**config.mk**
```make
export PLATFORM = sky130hd
export DESIGN_NAME = seven_segment_scanner
export DESIGN_NICKNAME = d
export VERILOG_FILES = /design/src/rtl/seg_pkg.sv /design/src/rtl/hex_to_seg.sv /design/src/rtl/seven_segment_scanner.sv
export SDC_FILE = /design/constraint.sdc
export NUM_CORES = 1
export LEC_CHECK = 0
export BUFFER_PORTS_ARGS = -buffer_cell sky130_fd_sc_hd__buf_2
export CELL_PAD_IN_SITES_DETAIL_PLACEMENT = 1
export CELL_PAD_IN_SITES_GLOBAL_PLACEMENT = 1
export CORE_MARGIN = 2
export CORE_UTILIZATION = 39
export CTS_CLUSTER_DIAMETER = 50
export CTS_CLUSTER_SIZE = 12
export DETAILED_ROUTE_END_ITERATION = 7
export PLACE_DENSITY_LB_ADDON = 0.1
export SYNTH_ARGS = -nofsm -noshare
export SYNTH_HDL_FRONTEND = slang
export SYNTH_SLANG_ARGS = --single-unit
```
**constraint.sdc**
```tcl
create_clock -name clk -period 2.4 [get_ports clk]
set_clock_uncertainty 0.15 [all_clocks]
set_input_delay 0.12 -clock clk [delete_from_list [all_inputs] [get_ports clk]]
set_output_delay 0.12 -clock clk [all_outputs]
set_load 0.05 [all_outputs]
```
**src/rtl/seg_pkg.sv**
```systemverilog
// Shared segment types and the hex-to-segment pattern table for the scanner.
// Patterns are active-high with bit0 = a ... bit6 = g.
package seg_pkg;

  typedef logic [6:0] seg_t;

  localparam int SEG_A = 0;
  localparam int SEG_B = 1;
  localparam int SEG_C = 2;
  localparam int SEG_D = 3;
  localparam int SEG_E = 4;
  localparam int SEG_F = 5;
  localparam int SEG_G = 6;

  localparam seg_t SEG_LUT [16] = '{
    7'h3F, 7'h06, 7'h5B, 7'h4F, 7'h66, 7'h6D, 7'h7D, 7'h07,
    7'h7F, 7'h6F, 7'h77, 7'h7C, 7'h39, 7'h5E, 7'h79, 7'h71
  };

endpackage

```
**src/rtl/hex_to_seg.sv**
```systemverilog
// Combinational 4-bit hex to active-high seven-segment pattern lookup.
module hex_to_seg
  import seg_pkg::*;
(
  input  logic [3:0] hex,
  output seg_t       seg
);

  assign seg = SEG_LUT[hex];

endmodule

```
**src/rtl/seven_segment_scanner.sv**
```systemverilog
// Time-multiplexed seven-segment driver with frame-synchronous double buffering,
// leading-zero suppression, per-digit dp/blank and PWM brightness.
module seven_segment_scanner
  import seg_pkg::*;
#(
  parameter int  NUM_DIGITS     = 4,
  parameter int  SCAN_DIV       = 1000,
  parameter bit  SEG_ACTIVE_LOW = 1'b1,
  parameter bit  AN_ACTIVE_LOW  = 1'b1,
  localparam int BW             = $clog2(SCAN_DIV + 1)
) (
  input  logic                    clk,
  input  logic                    rst_n,
  input  logic [4*NUM_DIGITS-1:0] digits,
  input  logic [NUM_DIGITS-1:0]   dp,
  input  logic [NUM_DIGITS-1:0]   blank,
  input  logic                    load,
  input  logic                    lz_en,
  input  logic [BW-1:0]           brightness,
  output logic [6:0]              seg,
  output logic                    dp_o,
  output logic [NUM_DIGITS-1:0]   an,
  output logic                    frame_done,
  output logic                    load_ack
);

  localparam int            IW       = (NUM_DIGITS > 1) ? $clog2(NUM_DIGITS) : 1;
  localparam logic [BW-1:0] CNT_LAST = BW'(SCAN_DIV - 1);
  localparam logic [IW-1:0] IDX_LAST = IW'(NUM_DIGITS - 1);

  logic [BW-1:0]           cnt_q, cnt_d;
  logic [IW-1:0]           idx_q, idx_d;
  logic [4*NUM_DIGITS-1:0] pend_dig_q, pend_dig_d, shad_dig_q, shad_dig_d;
  logic [NUM_DIGITS-1:0]   pend_dp_q, pend_dp_d, shad_dp_q, shad_dp_d;
  logic [NUM_DIGITS-1:0]   pend_blank_q, pend_blank_d, shad_blank_q, shad_blank_d;
  logic                    pend_vld_q, pend_vld_d;
  logic                    wrap_q, wrap_d, ack_q, ack_d;
  seg_t                    seg_q, seg_d;
  logic                    dp_o_q, dp_o_d;
  logic [NUM_DIGITS-1:0]   an_q, an_d;
  logic                    frame_done_q, frame_done_d;
  logic                    load_ack_q, load_ack_d;

  logic                    tick, frame_start;
  logic [NUM_DIGITS-1:0]   supp, cur_onehot;
  logic                    above, cur_dp, cur_blank, cur_supp, lit;
  logic [3:0]              cur_hex;
  seg_t                    cur_seg;

  hex_to_seg u_hex_to_seg (
    .hex (cur_hex),
    .seg (cur_seg)
  );

  // Scan timing and buffer handover
  always_comb begin
    tick         = (cnt_q == CNT_LAST);
    frame_start  = tick && (idx_q == IDX_LAST);
    cnt_d        = tick ? '0 : cnt_q + BW'(1);
    idx_d        = idx_q;
    pend_dig_d   = pend_dig_q;
    pend_dp_d    = pend_dp_q;
    pend_blank_d = pend_blank_q;
    pend_vld_d   = pend_vld_q;
    shad_dig_d   = shad_dig_q;
    shad_dp_d    = shad_dp_q;
    shad_blank_d = shad_blank_q;
    ack_d        = 1'b0;
    wrap_d       = frame_start;
    if (tick) begin
      idx_d = (idx_q == IDX_LAST) ? '0 : idx_q + IW'(1);
    end
    if (frame_start) begin
      // A load landing on the frame-start tick bypasses the pending buffer.
      if (load) begin
        shad_dig_d   = digits;
        shad_dp_d    = dp;
        shad_blank_d = blank;
        pend_vld_d   = 1'b0;
        ack_d        = 1'b1;
      end else if (pend_vld_q) begin
        shad_dig_d   = pend_dig_q;
        shad_dp_d    = pend_dp_q;
        shad_blank_d = pend_blank_q;
        pend_vld_d   = 1'b0;
        ack_d        = 1'b1;
      end
    end else if (load) begin
      pend_dig_d   = digits;
      pend_dp_d    = dp;
      pend_blank_d = blank;
      pend_vld_d   = 1'b1;
    end
  end

  always_comb begin
    supp  = '0;
    above = lz_en;
    for (int i = NUM_DIGITS - 1; i >= 1; i--) begin
      above   = above && (shad_dig_q[4*i +: 4] == 4'h0) && !shad_dp_q[i];
      supp[i] = above;
    end
  end

  always_comb begin
    cur_hex    = 4'h0;
    cur_dp     = 1'b0;
    cur_blank  = 1'b0;
    cur_supp   = 1'b0;
    cur_onehot = '0;
    for (int i = 0; i < NUM_DIGITS; i++) begin
      if (IW'(i) == idx_q) begin
        cur_hex       = shad_dig_q[4*i +: 4];
        cur_dp        = shad_dp_q[i];
        cur_blank     = shad_blank_q[i];
        cur_supp      = supp[i];
        cur_onehot[i] = 1'b1;
      end
    end
    lit          = !cur_blank && !cur_supp && (cnt_q < brightness);
    seg_d        = (lit ? cur_seg : 7'h00) ^ {7{SEG_ACTIVE_LOW}};
    dp_o_d       = (lit && cur_dp) ^ SEG_ACTIVE_LOW;
    an_d         = (lit ? cur_onehot : '0) ^ {NUM_DIGITS{AN_ACTIVE_LOW}};
    frame_done_d = wrap_q;
    load_ack_d   = ack_q;
  end

  always_ff @(posedge clk) begin
    if (!rst_n) begin
      cnt_q        <= '0;
      idx_q        <= '0;
      pend_dig_q   <= '0;
      pend_dp_q    <= '0;
      pend_blank_q <= '1;
      pend_vld_q   <= 1'b0;
      shad_dig_q   <= '0;
      shad_dp_q    <= '0;
      shad_blank_q <= '1;
      wrap_q       <= 1'b0;
      ack_q        <= 1'b0;
      seg_q        <= {7{SEG_ACTIVE_LOW}};
      dp_o_q       <= SEG_ACTIVE_LOW;
      an_q         <= {NUM_DIGITS{AN_ACTIVE_LOW}};
      frame_done_q <= 1'b0;
      load_ack_q   <= 1'b0;
    end else begin
      cnt_q        <= cnt_d;
      idx_q        <= idx_d;
      pend_dig_q   <= pend_dig_d;
      pend_dp_q    <= pend_dp_d;
      pend_blank_q <= pend_blank_d;
      pend_vld_q   <= pend_vld_d;
      shad_dig_q   <= shad_dig_d;
      shad_dp_q    <= shad_dp_d;
      shad_blank_q <= shad_blank_d;
      wrap_q       <= wrap_d;
      ack_q        <= ack_d;
      seg_q        <= seg_d;
      dp_o_q       <= dp_o_d;
      an_q         <= an_d;
      frame_done_q <= frame_done_d;
      load_ack_q   <= load_ack_d;
    end
  end

  assign seg        = seg_q;
  assign dp_o       = dp_o_q;
  assign an         = an_q;
  assign frame_done = frame_done_q;
  assign load_ack   = load_ack_q;

endmodule
```
==> impl_metrics.py, run 1 <==
metrics = {
    "min_path": {
        "hold_path_class": "primary input to flop",
        "hold_end": "pend_vld_q$_SDFFE_PP0P_",
        "hold_depth": 3,
        "hp-start": "load",
    },
    "die": {
        "rows": 35,
        "io_pins": 52,
        "die_x_um": 103,
        "die_h_um": 103,
        "design.die.area_mm2": 0.0105,
        "start_util_pct": 40.6,
        "core_mm2": 0.00933,
    },
    "critical_path": {
        "crit_fanout": 9,
        "worstPathRequired_ps": 2520,
        "crit_path_end_kind": "flop",
        "crit_path_start_kind": "flop",
        "r2r_setup_slack_ps": 100,
        "rr_endpoint": "seg[4]$_SDFF_PN1_",
        "worst_r2r_path_depth": 8,
        "crit_arrival_ps": 2420,
        "crit_type": "flop to flop",
        "r2r-start": "idx_q[1]$_SDFFE_PN0N_",
    },
    "clock_tree": {
        "cts.path.max_buffers": 2,
        "cts_sinks": 77,
        "clk_latency_ps": 360,
        "htreeDepth": 3,
        "clk_pin_slew_ps": 100,
        "cts_tree": "built",
        "cts_made_buffers": 9,
        "cts_root_buf": "clkbuf_8",
    },
    "drt": {
        "drc": 0,
        "drt_wl_total_mm": 9.33,
        "via_count": 3243,
        "via_per_inst": 5.11,
        "detail_route.first_pass.iterations": 4,
        "ant_nets": 0,
        "drtIter0Drc": 88,
        "wl_per_cell_um": 14.7,
    },
    "logic_synthesis": {
        "synthArstFlopShare_pct": 0,
        "synth.most_common_cell": "nand2_1",
        "synth_warnings": 0,
        "ys_seq_area_share_pct": 40.7,
        "synth_top_area_share_pct": 40.7,
        "synth_edf_count": 0,
        "synth_cell_types": 49,
        "synthCells": 417,
        "synthTopCellsByCount": "nand2_1 (92), dfxtp_1 (77), mux2i_1 (27)",
        "ys.flop_type": "dfxtp_1",
        "synth_largest_area_cell": "dfxtp_1",
        "avgSynthCellArea_um2": 9.09,
        "synth.ff_latch_count": 77,
        "synth_area_mm2": 0.00379,
        "synth_area_leaders": "dfxtp_1 (41%), nand2_1 (9.1%), mux2i_1 (7.1%)",
        "synth_nets": 475,
    },
    "run": {
        "cap_violations": 0,
    },
    "global_routing": {
        "grt_use_met1_pct": 24.0,
        "track_usage_pct": 18.8,
        "grt_pass1_vias": 3198,
        "grt_max_degree": 59,
        "gr-max-usage-layer": "met2",
        "grt_pass1_wl_mm": 15.4,
        "globalRouteOverflowTotal": 0,
        "use_met2_pct": 31.2,
        "antenna_found_initial": 0,
        "met3_usage_pct": 3.53,
    },
    "layout": {
        "final-instance-count-excl-fill": 635,
        "regArea_mm2": 0.00154,
        "syn2layout_area_growth_pct": 25.0,
        "fin_util_pct": 50.8,
        "diodes": 0,
        "drive_gt1_share_pct": 21.1,
        "nNetsFinal": 559,
        "design_area_mm2": 0.00474,
        "nFillCells": 1117,
        "multiInputGateArea_mm2": 0.00208,
    },
    "status": {
        "outcome": "finished clean",
    },
    "sta": {
        "fin_crit_ps": 2300,
        "finalHoldViolCount": 0,
        "setup_viol_count_final": 0,
        "relSlewSlack_pct": 47.3,
        "min_period_over_period_pct": 96.0,
        "worst_slack_ps": 96.2,
        "slew_viol_final": 0,
        "worst_pin_slew_ps": 788,
        "max_freq_mhz": 434,
        "whs_ps": 43.3,
    },
    "place": {
        "dpl_cell_area_mm2": 0.00422,
        "dpl.hpwl_mm": 6.47,
        "io_buffer_count": 51,
        "pre_cts_slack_ps": -49.4,
        "place_congestion": 0.854,
        "placed_cells": 588,
    },
    "power_and_ir_drop": {
        "power_density_mw_per_mm2": 519,
        "cellLeakagePower_nw": 2.24,
        "irDropWorstVdd_mv": 0.228,
    },
}
[sequential cells by signal, indices dropped and copies added (netlist names)]
register      count
shad_dp_q         4
dp_o              1
frame_done_d      1
shad_blank_q      4
pend_blank_q      4
shad_dig_q       16
pend_vld_q        1
pend_dig_q       16
cnt_q            10
an                4
frame_done        1
ack_q             1
idx_q             2
seg               7
load_ack          1
pend_dp_q         4
[routing by layer]
layer	wire length [µm]	up-vias
met5	0	-
met4	202	0
met3	228	14
met2	4380	42
met1	4520	1566
li1	-	1621
[repair_timing]
action | CTS | global route
setup buffers | 0 | 7
setup endpoints to repair | 24 | 20
resized for setup | 1 | 11
hold buffers | 24 | 0
pin swaps | 0 | 2
endpoints found under the hold margin | 45 | 0
[cells in the final DEF, fill, tap and decap left out, types with 3 or more instances in the layout]
cell type,Yosys,routed
nand2b_1,3,3
o211ai_1,7,7
nand3b_1,6,6
clkinvlp_4,0,3
a21boi_1,5,5
mux2i_1,27,27
and2_1,8,8
nor2b_1,7,7
a21oi_1,11,11
inv_1,18,18
buf_2,6,51
or3_1,4,4
ha_1,20,17
a211oi_1,3,3
o211a_1,20,20
clkbuf_8,0,9
xnor2_1,3,3
inv_6,0,3
nand3_1,11,11
buf_4,9,20
dlygate4sd3_1,0,24
xor2_1,3,3
ha_2,0,3
dfxtp_1,77,75
o221ai_1,4,4
o21ai_0,8,7
nand2_1,92,92
a21boi_0,15,15
nor2_1,10,9
[worst max path at each step]
stage / startpoint / endpoint / slack (ps) / cells past startpoint
2_1_floorplan: idx_q[0]$_SDFFE_PN0N_ / seg[0]$_SDFF_PN1_ / 50 / 10
3_3_place_gp: idx_q[0]$_SDFFE_PN0N_ / pend_dig_q[10]$_SDFFE_PN0P_ / 50 / 5
4_1_cts: idx_q[1]$_SDFFE_PN0N_ / seg[4]$_SDFF_PN1_ / 20 / 8
5_1_grt: idx_q[0]$_SDFFE_PN0N_ / seg[0]$_SDFF_PN1_ / -70 / 9
6_report: idx_q[1]$_SDFFE_PN0N_ / seg[4]$_SDFF_PN1_ / 100 / 8
3_5_place_dp: idx_q[0]$_SDFFE_PN0N_ / pend_dig_q[9]$_SDFFE_PN0P_ / -50 / 5
[final cells by class]
cell class | count | share of cell area [%]
tap | 129 | 3.40
inverter | 18 | 1.43
sequential | 77 | 32.6
timing repair buffer | 98 | 15.0
clock buffer | 9 | 2.61
clock inverter | 7 | 1.21
multi-input combinational | 297 | 43.8
[kinds of logic after synthesis]
family,after synthesis,synth area share [%]
compound gates,86,18.8
xor+xnor,6,1.39
fa+ha+maj,20,6.60
buf+inv,43,5.35
flops,77,40.7
mux,28,7.43
simple gates,157,19.8
[metrics by stage]
stage / setup TNS (ps) / total power, W
after detailed placement: -299 / 0.00153
final: 0 / 0.00246
after floorplan: 0 / 0.00146
after CTS: 0 / 0.00249
after global placement: 0 / 0.00152
after global routing: -162 / 0.00258
[power by group]
group / internal, W / switching [W] / total, W
clock network: 0.000388 / 0.000543 / 0.000931
logic: 0.000105 / 0.000102 / 0.000207
registers: 0.00130 / 0.0000155 / 0.00132
total: 0.00180 / 0.000661 / 0.00246
[critical path, stage by stage, from the launching register on]
cell and delay (ps):
dfxtp_2 370, inv_1 60, ha_2 200, buf_4 170, nand3b_1 180, a311oi_2 360
clkbuf_16 220, mux2_2 330, o221ai_1 170
Power figures use the tool's default switching activity.
==> run 2, diff against run 1 <==
- ABC_AREA: not set -> 1
- CORE_UTILIZATION: 39 -> 37
==> impl_metrics.py, run 2 <==
metrics = {
    "logic_synthesis": {
        "synthTopCellsByCount": "nand2_1 (178), nor2_1 (85), dfxtp_1 (77)",
        "synth_cell_types": 36,
        "synth_area_mm2": 0.00380,
        "synth_nets": 605,
        "synthCells": 547,
        "synth_area_leaders": "dfxtp_1 (41%), nand2_1 (18%), nor2_1 (8.4%)",
        "ys.flop_type": "dfxtp_1",
        "synth_top_area_share_pct": 40.6,
        "synth.ff_latch_count": 77,
        "synth.most_common_cell": "nand2_1",
        "synth_warnings": 0,
        "synth_largest_area_cell": "dfxtp_1",
        "synth_edf_count": 0,
        "ys_seq_area_share_pct": 40.6,
        "synthArstFlopShare_pct": 0,
        "avgSynthCellArea_um2": 6.95,
    },
    "layout": {
        "reg.largest.list": "pend_dig_q (16), shad_dig_q (16), cnt_q (10)",
        "diodes": 0,
        "syn2layout_area_growth_pct": 21.6,
        "final_common_cell": "nand2_1",
        "drive_gt1_share_pct": 15.5,
        "nNetsFinal": 678,
        "final_cell_mix": "nand2_1 (177), nor2_1 (85), dfxtp_1 (77)",
        "design_area_mm2": 0.00462,
    },
    "global_routing": {
        "grt_pass1_wl_mm": 18.1,
        "grt_max_degree": 45,
        "grt_pass1_vias": 3858,
        "globalRouteOverflowTotal": 0,
        "track_usage_pct": 20.4,
        "antenna_found_initial": 0,
    },
    "clock_tree": {
        "cts_root_buf": "clkbuf_8",
        "clk_pin_slew_ps": 80,
        "cts_made_buffers": 9,
        "htreeDepth": 3,
        "cts.path.max_buffers": 2,
        "clk_latency_ps": 360,
        "cts_sinks": 77,
        "cts_tree": "built",
    },
    "die": {
        "io_pins": 52,
        "start_util_pct": 38.5,
        "rows": 36,
        "design.die.area_mm2": 0.0111,
        "core_mm2": 0.00986,
        "die_h_um": 105,
        "die_x_um": 105,
    },
    "place": {
        "place_congestion": 0.804,
        "dpl_cell_area_mm2": 0.00415,
        "io_buffer_count": 51,
        "dpl.hpwl_mm": 7.18,
    },
    "drt": {
        "drc": 0,
        "ant_nets": 0,
        "via_per_inst": 4.82,
        "drt_wl_total_mm": 10.4,
        "drtIter0Drc": 103,
        "wl_per_cell_um": 13.8,
        "via_count": 3656,
        "detail_route.first_pass.iterations": 4,
    },
    "critical_path": {
        "crit_family": "adder cells",
        "crit_path_start_kind": "flop",
        "slowest_stage": "dfxtp_1",
        "crit_type": "flop to flop",
        "path_cells": "ha_1, inv_2, or2_0, nand2_2, inv_1, ha_1, inv_1, nand2_1, nand3_1, nand3_1",
        "crit_fanout": 6,
        "crit_path_end_kind": "flop",
        "critPathMaxStageDelay_ps": 400,
        "worstPathRequired_ps": 2480,
        "crit_buf_inv": 3,
        "crit_arrival_ps": 2260,
    },
    "sta": {
        "max_freq_mhz": 459,
        "tns_ps": 0,
        "relSlewSlack_pct": 45.4,
        "setup_viol_count_final": 0,
        "min_period_over_period_pct": 90.9,
        "slew_viol_final": 0,
        "fin_crit_ps": 2180,
        "rsz0062_at_grt": "no",
        "finalHoldViolCount": 0,
        "worst_pin_slew_ps": 818,
    },
    "power_and_ir_drop": {
        "irDropWorstVdd_mv": 0.220,
        "swShare_pct": 24.3,
        "power_density_mw_per_mm2": 564,
        "pwr-share-comb_pct": 8.5,
        "cellLeakagePower_nw": 2.29,
        "pwr-share-clk_pct": 40.5,
        "power_frac_seq_pct": 51.0,
        "p_int_w": 0.00197,
        "p_sw_w": 0.000634,
    },
    "status": {
        "outcome": "finished clean",
    },
    "min_path": {
        "hold_path_class": "primary input to flop",
    },
    "run": {
        "cap_violations": 0,
    },
}
-- run 2: final cells by class --
type	count	area, µm²
inverters	43	166
fillers	1264	5240
multi-input cells	408	1990
well taps	133	166
clock inverters	3	42.5
clock buffers	13	169
flip-flops and latches	77	1540
repair buffers	81	543
-- run 2: logic make-up after synthesis --
family	Yosys count	synth area share, %
adders and majority gates	20	6.58
AOI/OAI and AO/OA	66	9.45
and+or+nand+nor	319	35.5
xor gates and xnor gates	3	0.691
buffers and inverters	62	7.18
DFF	77	40.6
-- run 2: what timing repair did --
action	in CTS	in global routing
endpoints found under the setup margin	0	9
resized for setup	0	3
buffers inserted	0	0
hold endpoints to repair	49	0
hold buffers	25	0
-- run 2: power by group through the flow --
stage / sequential, W / clock [W] / combinational, W
4_1_cts: 0.00133 / 0.00108 / 0.000224
2_1_floorplan: 0.00135 / 0 / 0.000123
5_1_grt: 0.00133 / 0.00114 / 0.000255
3_3_place_gp: 0.00136 / 0 / 0.000184
6_report: 0.00133 / 0.00105 / 0.000221
3_5_place_dp: 0.00136 / 0 / 0.000192
-- run 2: worst register-to-register path, cell delays in order, from the launching register on --
cell and delay (ps):
dfxtp_1 400, ha_1 360, inv_2 90, or2_0 240, nand2_2 140, inv_1 100, ha_1 280, inv_1 60
nand2_1 70, nand3_1 90, nand3_1 70
-- run 2: per-layer routing --
layer	wire length [µm]	global-route usage (%)
met2	5160	35.8
met3	314	3.83
met5	0	0
met4	146	6.57
met1	4820	25.1
-- run 2: worst paths after layout --
check                        startpoint                            to  slack, ps  cells past startpoint
hold reg to reg        ack_q$_SDFF_PN0_           load_ack$_SDFF_PN0_        280                      2
setup reg to reg  idx_q[0]$_SDFFE_PN0N_             seg[3]$_SDFF_PN1_        220                     10
hold / removal                     load  pend_blank_q[2]$_SDFFE_PN1P_        180                      3
setup / recovery  idx_q[0]$_SDFFE_PN0N_             seg[3]$_SDFF_PN1_        220                     10
-- run 2: per-stage QoR --
step                      total power, W  hold WS, ps  utilization, %  cells  worst slack (ps)
after global placement           0.00154          233            42.1    717               230
after global routing             0.00273          220            46.9    758              3.76
after detailed placement         0.00155          249            42.1    717               159
after floorplan                  0.00148          133               -    547               236
final                            0.00261          183            46.9    758               220
after CTS                        0.00263          170            46.8    758               103
